===== src/rtl/spi_cfg_slave.sv =====
// SPI configuration slave: 40-bit frames (8-bit address, 32-bit data) sampled on clk,
// writing six trading configuration registers and shifting register readback out on spi_miso.
module spi_cfg_slave (
    input  logic        clk,
    input  logic        rst_n,
    input  logic        spi_sclk,
    input  logic        spi_mosi,
    input  logic        spi_cs_n,
    output logic        spi_miso,
    output logic [31:0] buy_limit,
    output logic [31:0] sell_limit,
    output logic [31:0] buy_qty,
    output logic [31:0] sell_qty,
    output logic [1:0]  trade_mode,
    output logic [15:0] arb_multiplier,
    output logic        cfg_update,
    output logic        frame_err,
    output logic [1:0]  o_dbg_state
);

    typedef enum logic [1:0] {
        IDLE = 2'd0,
        ADDR = 2'd1,
        DATA = 2'd2,
        HOLD = 2'd3
    } state_t;

    state_t      r_state;
    logic        r_sclk_s1, r_sclk_s2, r_sclk_d;
    logic        r_mosi_s1, r_mosi_s2;
    logic        r_cs_s1, r_cs_s2, r_cs_d;
    logic [1:0]  r_vld;
    logic        r_armed;
    logic [5:0]  r_bit_cnt;
    logic [30:0] r_shift_in;
    logic [7:0]  r_addr;
    logic [31:0] r_shift_out;
    logic        r_rd_act;
    logic [31:0] r_buy_limit, r_sell_limit, r_buy_qty, r_sell_qty;
    logic [1:0]  r_trade_mode;
    logic [15:0] r_arb;
    logic        r_cfg_update, r_frame_err;

    logic        w_sclk_rise, w_sclk_fall, w_cs_fall, w_cs_rise;
    logic        w_in_frame, w_bit, w_last;
    logic [7:0]  w_addr8;
    logic [31:0] w_data;
    logic [31:0] w_rdback;

    // Two-flop synchronizers; r_vld marks when the sync pipeline reflects the pins after reset.
    always_ff @(posedge clk or negedge rst_n) begin
        if (!rst_n) begin
            r_sclk_s1 <= 1'b0;
            r_sclk_s2 <= 1'b0;
            r_sclk_d  <= 1'b0;
            r_mosi_s1 <= 1'b0;
            r_mosi_s2 <= 1'b0;
            r_cs_s1   <= 1'b1;
            r_cs_s2   <= 1'b1;
            r_cs_d    <= 1'b1;
            r_vld     <= 2'b00;
            r_armed   <= 1'b0;
        end else begin
            r_sclk_s1 <= spi_sclk;
            r_sclk_s2 <= r_sclk_s1;
            r_sclk_d  <= r_sclk_s2;
            r_mosi_s1 <= spi_mosi;
            r_mosi_s2 <= r_mosi_s1;
            r_cs_s1   <= spi_cs_n;
            r_cs_s2   <= r_cs_s1;
            r_cs_d    <= r_cs_s2;
            r_vld     <= {r_vld[0], 1'b1};
            if (r_vld[1] && r_cs_s2)
                r_armed <= 1'b1;
        end
    end

    assign w_sclk_rise = r_sclk_s2 & ~r_sclk_d;
    assign w_sclk_fall = ~r_sclk_s2 & r_sclk_d;
    assign w_cs_fall   = ~r_cs_s2 & r_cs_d;
    assign w_cs_rise   = r_cs_s2 & ~r_cs_d;
    assign w_in_frame  = (r_state == ADDR) || (r_state == DATA);
    // A rise coinciding with the cs_n rise is still accepted so a tight 40th bit commits.
    assign w_bit       = w_sclk_rise & w_in_frame & ~(r_cs_s2 & r_cs_d);
    assign w_last      = w_bit & (r_bit_cnt == 6'd39);
    assign w_addr8     = {r_shift_in[6:0], r_mosi_s2};
    assign w_data      = {r_shift_in, r_mosi_s2};

    always_comb begin
        w_rdback = '0;
        case (w_addr8[6:0])
            7'd0:    w_rdback = r_buy_limit;
            7'd1:    w_rdback = r_sell_limit;
            7'd2:    w_rdback = r_buy_qty;
            7'd3:    w_rdback = r_sell_qty;
            7'd4:    w_rdback = {30'd0, r_trade_mode};
            7'd5:    w_rdback = {16'd0, r_arb};
            default: w_rdback = '0;
        endcase
    end

    always_ff @(posedge clk or negedge rst_n) begin
        if (!rst_n) begin
            r_state      <= IDLE;
            r_bit_cnt    <= '0;
            r_shift_in   <= '0;
            r_addr       <= '0;
            r_shift_out  <= '0;
            r_rd_act     <= 1'b0;
            r_buy_limit  <= '0;
            r_sell_limit <= '0;
            r_buy_qty    <= '0;
            r_sell_qty   <= '0;
            r_trade_mode <= 2'd0;
            r_arb        <= 16'd16;
            r_cfg_update <= 1'b0;
            r_frame_err  <= 1'b0;
        end else begin
            r_cfg_update <= 1'b0;
            r_frame_err  <= 1'b0;
            if (r_rd_act && w_sclk_fall && (r_state == DATA || r_state == HOLD))
                r_shift_out <= {r_shift_out[30:0], 1'b0};
            case (r_state)
                IDLE: begin
                    if (r_armed && w_cs_fall) begin
                        r_state   <= ADDR;
                        r_bit_cnt <= '0;
                        r_rd_act  <= 1'b0;
                    end
                end
                ADDR, DATA: begin
                    if (w_bit) begin
                        r_shift_in <= {r_shift_in[29:0], r_mosi_s2};
                        r_bit_cnt  <= r_bit_cnt + 6'd1;
                        if (r_bit_cnt == 6'd7) begin
                            r_addr  <= w_addr8;
                            r_state <= DATA;
                            if (w_addr8[7]) begin
                                r_shift_out <= w_rdback;
                                r_rd_act    <= 1'b1;
                            end
                        end
                        if (w_last) begin
                            r_state <= HOLD;
                            if (!r_addr[7]) begin
                                case (r_addr[6:0])
                                    7'd0: begin r_buy_limit  <= w_data; r_cfg_update <= 1'b1; end
                                    7'd1: begin r_sell_limit <= w_data; r_cfg_update <= 1'b1; end
                                    7'd2: begin r_buy_qty    <= w_data; r_cfg_update <= 1'b1; end
                                    7'd3: begin r_sell_qty   <= w_data; r_cfg_update <= 1'b1; end
                                    7'd4: begin
                                        if (w_data[1:0] == 2'd3) begin
                                            r_frame_err <= 1'b1;
                                        end else begin
                                            r_trade_mode <= w_data[1:0];
                                            r_cfg_update <= 1'b1;
                                        end
                                    end
                                    7'd5:    begin r_arb <= w_data[15:0]; r_cfg_update <= 1'b1; end
                                    default: r_frame_err <= 1'b1;
                                endcase
                            end
                        end
                    end
                    if (w_cs_rise) begin
                        r_state  <= IDLE;
                        r_rd_act <= 1'b0;
                        if (!w_last)
                            r_frame_err <= 1'b1;
                    end
                end
                HOLD: begin
                    if (w_cs_rise) begin
                        r_state  <= IDLE;
                        r_rd_act <= 1'b0;
                    end
                end
                default: r_state <= IDLE;
            endcase
        end
    end

    assign spi_miso       = r_rd_act & r_shift_out[31] & ~r_cs_s2;
    assign buy_limit      = r_buy_limit;
    assign sell_limit     = r_sell_limit;
    assign buy_qty        = r_buy_qty;
    assign sell_qty       = r_sell_qty;
    assign trade_mode     = r_trade_mode;
    assign arb_multiplier = r_arb;
    assign cfg_update     = r_cfg_update;
    assign frame_err      = r_frame_err;
    assign o_dbg_state    = r_state;

endmodule


===== config.mk =====
export PLATFORM = sky130hd
export DESIGN_NAME = spi_cfg_slave
export DESIGN_NICKNAME = d
export VERILOG_FILES = /design/src/rtl/spi_cfg_slave.sv
export SDC_FILE = /design/constraint.sdc
export NUM_CORES = 1
export LEC_CHECK = 0
export CORE_ASPECT_RATIO = 1.1
export CORE_MARGIN = 5
export CORE_UTILIZATION = 25
export DETAILED_ROUTE_END_ITERATION = 10
export GPL_TIMING_DRIVEN = 1
export PLACE_DENSITY_LB_ADDON = 0.25
export SYNTH_ARGS = -nofsm -noshare
export SYNTH_HDL_FRONTEND = slang
export SYNTH_SLANG_ARGS = --single-unit

===== constraint.sdc =====
create_clock -name clk -period 4.5 [get_ports clk]
set_input_delay 0.9 -clock clk [delete_from_list [all_inputs] [get_ports clk]]
set_output_delay 0.9 -clock clk [all_outputs]
set_load 0.005 [all_outputs]

# After elaboration in Yosys (flattened, before gate mapping)
# Index checks and enable logic that the tools add are counted.
# word_totals
output_inout_bits	151
elab_cells	125
ff_bits	239
# classes
addsub	1
muxes	37
eq_ne	23
reduce_logical	23
bitwise_logic	17
# op_table
op	n
32-bit case mux with 6 select lines	1
32-bit two-way mux	5
5-bit AND reduction	6
7-bit by 2-bit == test with 1-bit output (second input constant)	4
7-bit by 3-bit == test with 1-bit output (second input constant)	4
1-bit two-way mux	18
7-bit by 1-bit == test with 1-bit output (second input constant)	2
7-bit logical NOT	2
2-bit two-way mux	6
6-bit two-way mux	2
6-bit case mux with 2 select lines	1
1-bit bitwise AND	10
3-bit inequality test (second input constant)	3
1-bit inverter	7
6-bit by 1-bit adder with 6-bit output (second input constant)	1
2-bit == test (second input constant)	3
6-bit by 3-bit == test with 1-bit output (second input constant)	1
6-bit == test (second input constant)	1
2-bit inequality test (second input constant)	3
2-bit case mux with 3 select lines	1
3-bit AND reduction	2
6-bit AND reduction	1
5-bit OR reduction	1
1-bit logical AND	4
other kinds (10)	12

# Logic depth before layout (Yosys ltp)
# Gate-level depths: netlist (run 1).
# logic_depth
ltp_word	10
mapped_depth	8

# Least setup slack after synthesis (run 1)
# Ideal clock, no wire load.
# synth_path
path_kind	register to register
start	reg r_state[1] (netlist: o_dbg_state[1])
end	reg r_buy_qty[10] (netlist: buy_qty[10])
stages_incl_launch_ff	8
period_less_slack_ps	2190
slack_ps	2310
n_path_buf	1
t_required_ps	4375
t_arrival_ps	2066
cell_sequence	dfrtp_1 -> inv_1 -> ha_1 -> and3b_1 -> nand4_2 -> nor4b_4 -> buf_6 -> mux2_2
# synth_between
elab_chain_len	6
# synth_rtl
item	line_no	source
start: declaration	28	state_t r_state;
start signal: assignment	104	r_state <= IDLE;
start signal: assignment	126	r_state <= ADDR;
start signal: assignment	137	r_state <= DATA;
2-bit by 1-bit == test with 1-bit output or 2-bit == test (tied branches)	82, 123	
1-bit logical OR	82	assign w_in_frame = (r_state == ADDR) || (r_state == DATA);
1-bit bitwise AND (2 in series)	84	assign w_bit = w_sclk_rise & w_in_frame & ~(r_cs_s2 & r_cs_d);
1-bit bitwise AND	85	assign w_last = w_bit & (r_bit_cnt == 6'd39);
5-bit AND reduction (no source line) (*)	--	
end signal: assignment	112	r_buy_qty <= '0;
end signal: assignment	149	7'd2: begin r_buy_qty <= w_data; r_cfg_update <= 1'b1; end
end: declaration	39	logic [31:0] r_buy_limit, r_sell_limit, r_buy_qty, r_sell_qty;
# Every way passes the cells marked *; elsewhere a longest branch is shown, timed or not.
# A chain may end at the register's enable or synchronous reset.

# Worst setup path in the final report (run 1)
# layout_path
start	reg r_state[1] (netlist: o_dbg_state[1])
end	reg r_buy_limit[21] (netlist: buy_limit[21])
# layout_between
elab_chain_len	6
# layout_rtl
item	line_no	source
2-bit by 1-bit == test with 1-bit output or 2-bit == test (tied branches)	82, 123	
1-bit logical OR	82	
1-bit bitwise AND (2 in series)	84	
1-bit bitwise AND	85	
5-bit AND reduction (no source line) (*)	--	
end signal: assignment	110	r_buy_limit <= '0;
end signal: assignment	147	7'd0: begin r_buy_limit <= w_data; r_cfg_update <= 1'b1; end
end: declaration	39	
# Marks and branches as above.

==> flow_summary.toml, run 1 <==
[logic_synthesis]
synth_ff_type = "dfrtp_1"
syn_area_per_cell_sq_um = 14.4
ys_warn_count = 0
synthAdderAreaFrac_pct = 0.595
ys_seq_area_share_pct = 56.9
ys_ff_latch = 239
synth_area_sq_um = 10500
synthMuxAreaShare_pct = 28.9
syn_nets = 741
synth_compound_area_share_pct = 5.09
ys_types = 57
synthSimpleGateAreaFrac_pct = 5.79
netlist_instances = 731
synth_edf_count = 0
ys_async_sr_fraction_pct = 100
synth_xor_area_share_pct = 0
synth_top_family_by_area = "multiplexers"

[grt]
track_usage_pct = 12.7
grt_max_degree = 115
grt_pass1_vias = 7332
gr-total-overflow = 0
grt_pass1_wl_mm = 46.2
antenna_found_initial = 0

[setup_path]
r2r_slack_ps = 1520
rr_worst_depth = 7
timing.rr.end = "buy_limit[21]"
required_ps = 4920
slowest_delay_ps = 530
startpoint_type = "flip-flop"
worstReg2RegStart = "o_dbg_state[1]"
path_class = "reg2reg"
critical_path.slowest_cell = "buf_4"
worstPathCellList = "inv_1, ha_1, and3b_1, nand4_2, nor3_4, buf_4, mux2_2"
worst_setup_path_end_kind = "flip-flop"
critPathArrivalTime_ps = 3400
cp_max_fo = 28

[finish]
final_nets = 894
n_antenna_cell = 0
instances_no_fill = 1466
num-fill-cells = 4141
area_growth_syn_to_layout_pct = 29.7
drive_gt1_share_pct = 32.3

[sta]
period_needed_ps = 2980
holdWs_ps = 344
slew_headroom_pct = 27.0
worst_slew_pin_slew_ps = 1090
fin_skew_ps = 20.0
setup_viol = 0
drv_slew = 0
hold_viol = 0
max_freq_mhz = 336
timing.final.crit_share_pct = 66.2
grt_setup_unrepaired = "no"
tns_ps = 0

[status]
status = "complete, no violations"

[drt]
wl_per_cell_um = 20.0
antenna_left = 0
post-route-drc-count = 0
drt-initial-drc-count = 240
wl_mm = 29.3
viasPerCell = 4.61
drtPass1Iterations = 4
via_count = 6761

[job]
maxCapViolCount = 0

[clocking]
clk_latency_ps = 550
cts_setup_buffers = 0
numCtsBuffers = 28
tritoncts = "done"
clk_pin_slew_ps = 60
hold_buffers = 0
cts_buffer_depth = 3
cts_root_buf = "clkbuf_16"
clock_sinks = 239
cts_max_level = 1
post_cts_resized = 0

[place]
place_congestion = 0.752
io_buffers = 155
hpwl_mm = 19.5
place_inst = 1414

[floorplanning]
coreArea_sq_um = 41500
die_height_um = 225
start_util_pct = 25.4
die-area_sq_um = 46300
die_x_um = 206
row_count = 78
ioPinCount = 156

[power_and_ir_drop]
p_total_mw = 5.20
power.leakage_nw = 6.02
power_density_nw_per_um2 = 381
max-vdd-ir-drop_mv = 0.254

[hold_path]
holdPathEnd = "r_mosi_s2"
worstHoldStart = "r_mosi_s1"
min_path_type = "reg2reg"
hold_depth = 0
## synth_stat cells (all sizes together), types with 5 or more instances
cell type	number	share of area, %
inv	11	0.39
ha	5	0.59
nand3b	5	0.36
nor2	12	0.45
mux4	24	5.1
dfrtp	235	56
mux2i	35	3.3
and3	7	0.42
nand2	12	0.43
clkbuf	15	0.54
o21ai	22	1.0
nand4	5	0.36
a21oi	14	0.67
a221oi	6	0.50
nand3	22	1.0
o22ai	11	0.65
mux2	191	20
buf	32	1.7
## sequential cells by signal (all words and copies together) (netlist names), 6 cells and up
register        cells
arb_multiplier     16
r_shift_out        32
sell_limit         32
r_shift_in         31
buy_qty            32
r_addr              8
sell_qty           32
r_bit_cnt           6
buy_limit          32
## final cells by class
| type | instances | area, sq um | area share [%] |
|---|---|---|---|
| Multi-Input combinational cell | 434 | 4280 | 31.4 |
| Tap cell | 560 | 701 | 5.14 |
| Timing Repair Buffer | 170 | 1680 | 12.3 |
| Sequential cell | 239 | 5990 | 43.9 |
| Inverter | 11 | 41.3 | 0.303 |
| Clock inverter | 10 | 116 | 0.853 |
| Clock buffer | 42 | 825 | 6.05 |
## cells by family after synthesis
kind of cell    after synthesis
compound gates               81
fa+ha+maj                     5
buf+inv                      58
flops                       239
mux                         250
other cells                   1
simple gates                 97
## where the power goes
part / switching [mW] / total, mW / internal, mW
combinational: 0.309 / 0.506 / 0.197
clock: 0.903 / 2.28 / 1.38
sequential: 0.204 / 2.41 / 2.20
total: 1.42 / 5.20 / 3.78
## placed cells by master, fill, tap and decap left out, types with 3 or more instances in the layout
cell             instances
a222oi_1                 4
mux2_1                   5
nand3_1                 22
clkbuf_8                 5
mux4_2                  24
dfrtp_1                233
nand4_1                  4
clkbuf_16               29
nand2_1                 12
buf_4                   14
nor4b_1                  3
dfstp_2                  4
mux2_2                 186
o2bb2ai_1                4
nor2_1                   8
clkbuf_1                 8
a221oi_1                 6
a22o_1                   3
a21oi_1                 14
and3_1                   7
nand2b_1                 3
clkdlybuf4s50_1        154
o211ai_1                 3
ha_1                     5
nor4_1                   3
inv_1                   11
o21ai_0                 22
and2_1                   3
o22ai_1                 11
clkinv_2                 3
nor2b_1                  4
mux2i_1                 35
nand3b_1                 5
a22oi_1                  4
clkinv_4                 3
## worst max-delay path: cells and delay by family (launching register included)
family | cells | cell delay (ps)
adder cells (fa/ha/maj) | 1 | 500
buffers and inverters | 2 | 620
multiplexers | 1 | 400
flip-flops | 1 | 410
AND/OR/NAND/NOR | 3 | 900
## through the flow
stage | setup slack (ps) | util (%) | area (sq um)
finish | 1520 | 32.9 | 13600
global route | 1300 | 32.9 | 13600
CTS | 1520 | 32.9 | 13600
detailed placement | 1530 | 30.6 | 12700
global placement | 1610 | 30.6 | 12700
floorplan | 2310 | - | 10500
## worst max-delay path by stage
stage | start | to | slack, ps | cells after the start
2_1_floorplan | o_dbg_state[1] | buy_qty[10] | 2310 | 7
3_3_place_gp | o_dbg_state[1] | buy_limit[26] | 1610 | 7
3_5_place_dp | o_dbg_state[1] | buy_limit[21] | 1530 | 7
4_1_cts | o_dbg_state[1] | buy_limit[21] | 1520 | 7
5_1_grt | o_dbg_state[1] | r_shift_out[10] | 1300 | 6
6_report | o_dbg_state[1] | buy_limit[21] | 1520 | 7
## per-layer routing
| metal | share of wire, % | vias to the layer above | GRT usage (%) |
|---|---|---|---|
| li1 | - | 3040 | - |
| met1 | 44 | 3539 | 17.3 |
| met2 | 49 | 148 | 20.8 |
| met3 | 5.3 | 34 | 2.49 |
| met4 | 1.9 | 0 | 3.13 |
| met5 | 0 | - | 0 |
Power figures use the tool's default switching activity.
==> run 2, diff against run 1 <==
==> constraint.sdc (replaced) <==
create_clock -name clk -period 2.6 [get_ports clk]
set_input_delay 0.52 -clock clk [delete_from_list [all_inputs] [get_ports clk]]
set_output_delay 0.52 -clock clk [all_outputs]
set_load 0.005 [all_outputs]
==> flow_summary.toml, run 2 (synthesis results as in run 1) <==
[grt]
antenna_found_initial = 0
gr-total-overflow = 0
grt_pass1_vias = 7156
grt_max_degree = 75
grt_pass1_wl_mm = 46.0
track_usage_pct = 12.6

[finish]
fin_area_sq_um = 13900
instances_no_fill = 1486
final_common_cell = "dfrtp_1"
final_nets = 914
layout_common_cells = "dfrtp_1, mux2_2, clkdlybuf4s50_1, mux2i_1, clkbuf_16"
n_antenna_cell = 0
final_util_pct = 33.6
drive_gt1_share_pct = 33.8
area_growth_syn_to_layout_pct = 32.4

[setup_path]
crit_family = "buffers and inverters"
rr_worst_depth = 7
startpoint_type = "flip-flop"
cp_max_fo = 2
slowest_delay_ps = 590
critical_path.slowest_cell = "clkdlybuf4s50_1"
required_ps = 2080
path_class = "reg2out"
worst_setup_path_end_kind = "output port"
critPathArrivalTime_ps = 1910
path_buf_inv = 2
worstPathCellList = "inv_1, nor3b_1, clkdlybuf4s50_1"
cp.depth = 3

[drt]
viasPerCell = 4.57
post-route-drc-count = 0
wl_mm = 29.4
drtPass1Iterations = 4
drt-initial-drc-count = 258
wl_per_cell_um = 19.8
antenna_left = 0
via_count = 6792

[sta]
hold_viol = 0
slew_headroom_pct = 59.4
worst_slew_pin_slew_ps = 600
period_needed_ps = 2430
grt_setup_unrepaired = "no"
drv_slew = 0
fin_skew_ps = 21.3
timing.final.crit_share_pct = 93.6
setup_viol = 0
max_freq_mhz = 411
tns_ps = 0

[place]
hpwl_mm = 19.8
place_congestion = 0.783
place_inst = 1433
post_dp_cell_area_sq_um = 12900
io_buffers = 155

[floorplanning]
start_util_pct = 25.4
die_x_um = 206
die_height_um = 225
die-area_sq_um = 46300
row_count = 78
coreArea_sq_um = 41500
ioPinCount = 156

[power_and_ir_drop]
max-vdd-ir-drop_mv = 0.505
p_total_mw = 9.28
power_density_nw_per_um2 = 667
power.leakage_nw = 6.17

[clocking]
cts_root_buf = "clkbuf_16"
cts_buffer_depth = 3
tritoncts = "done"
post_cts_resized = 0
numCtsBuffers = 28
cts_setup_buffers = 0
clk_pin_slew_ps = 60
clock_sinks = 239
clk_latency_ps = 550
cts_max_level = 1

[hold_path]
hold_depth = 0
min_path_type = "reg2reg"

[status]
status = "complete, no violations"

[job]
maxCapViolCount = 0
==> run 2: cell count changes in the layout (fill, tap and decap cells not counted) <==
cell / before / now
buf_4: 14 / 26
buf_12: 1 / 8
bufinv_16: 2 / 4
clkbuf_1: 8 / 7
clkinv_2: 3 / 4
clkinv_4: 3 / 2
clkinvlp_4: 2 / 1
dlygate4sd3_1: 0 / 1
==> run 2: power breakdown <==
group	switching [mW]	total [mW]	leakage, nW	internal (mW)
sequential	0.238	4.05	3.29	3.81
combinational	0.675	1.07	2.40	0.392
clock	1.58	4.17	0.482	2.58
total	2.50	9.28	6.17	6.79
==> run 2: path summary, 6_finish.rpt <==
path / slack, ps / start / to
max: 170 / r_rd_act / spi_miso
min: 350 / r_vld[0] / r_vld[1]
max reg2reg: 280 / o_dbg_state[1] / buy_qty[19]
min reg2reg: 350 / r_vld[0] / r_vld[1]
max in group asynchronous: 1370 / rst_n / r_cs_d
min in group asynchronous: 460 / rst_n / buy_limit[25]
==> run 2: cell type report <==
type | instances | area [sq um]
fillers | 4112 | 27600
flip-flops and latches | 239 | 5990
multi-input cells | 434 | 4280
repair buffers | 190 | 1920
clock buffers | 41 | 821
well taps | 560 | 701
clock inverters | 11 | 165
inverters | 11 | 41.3
==> run 2: metal layers <==
metal | vias to the layer above | global-route usage (%) | share of wire (%) | wire, um
li1 | 3073 | - | - | -
met3 | 33 | 2.85 | 5.0 | 1490
met5 | - | 0 | 0 | 0
met4 | 0 | 2.64 | 1.5 | 450
met1 | 3556 | 17.6 | 46 | 13400
met2 | 130 | 20.1 | 48 | 14100
==> run 2: metrics by stage <==
| step | worst slack, ps | hold slack [ps] |
|---|---|---|
| 3_3_place_gp | 252 | 332 |
| 2_1_floorplan | 410 | 224 |
| 4_1_cts | 141 | 358 |
| 5_1_grt | 88.2 | 364 |
| 3_5_place_dp | 235 | 338 |
| 6_report | 167 | 354 |
==> run 2: what timing repair did <==
action / CTS / global route
setup endpoints to repair: 0 / 0
hold buffers: 1 / 0
hold endpoints to repair: 31 / 0
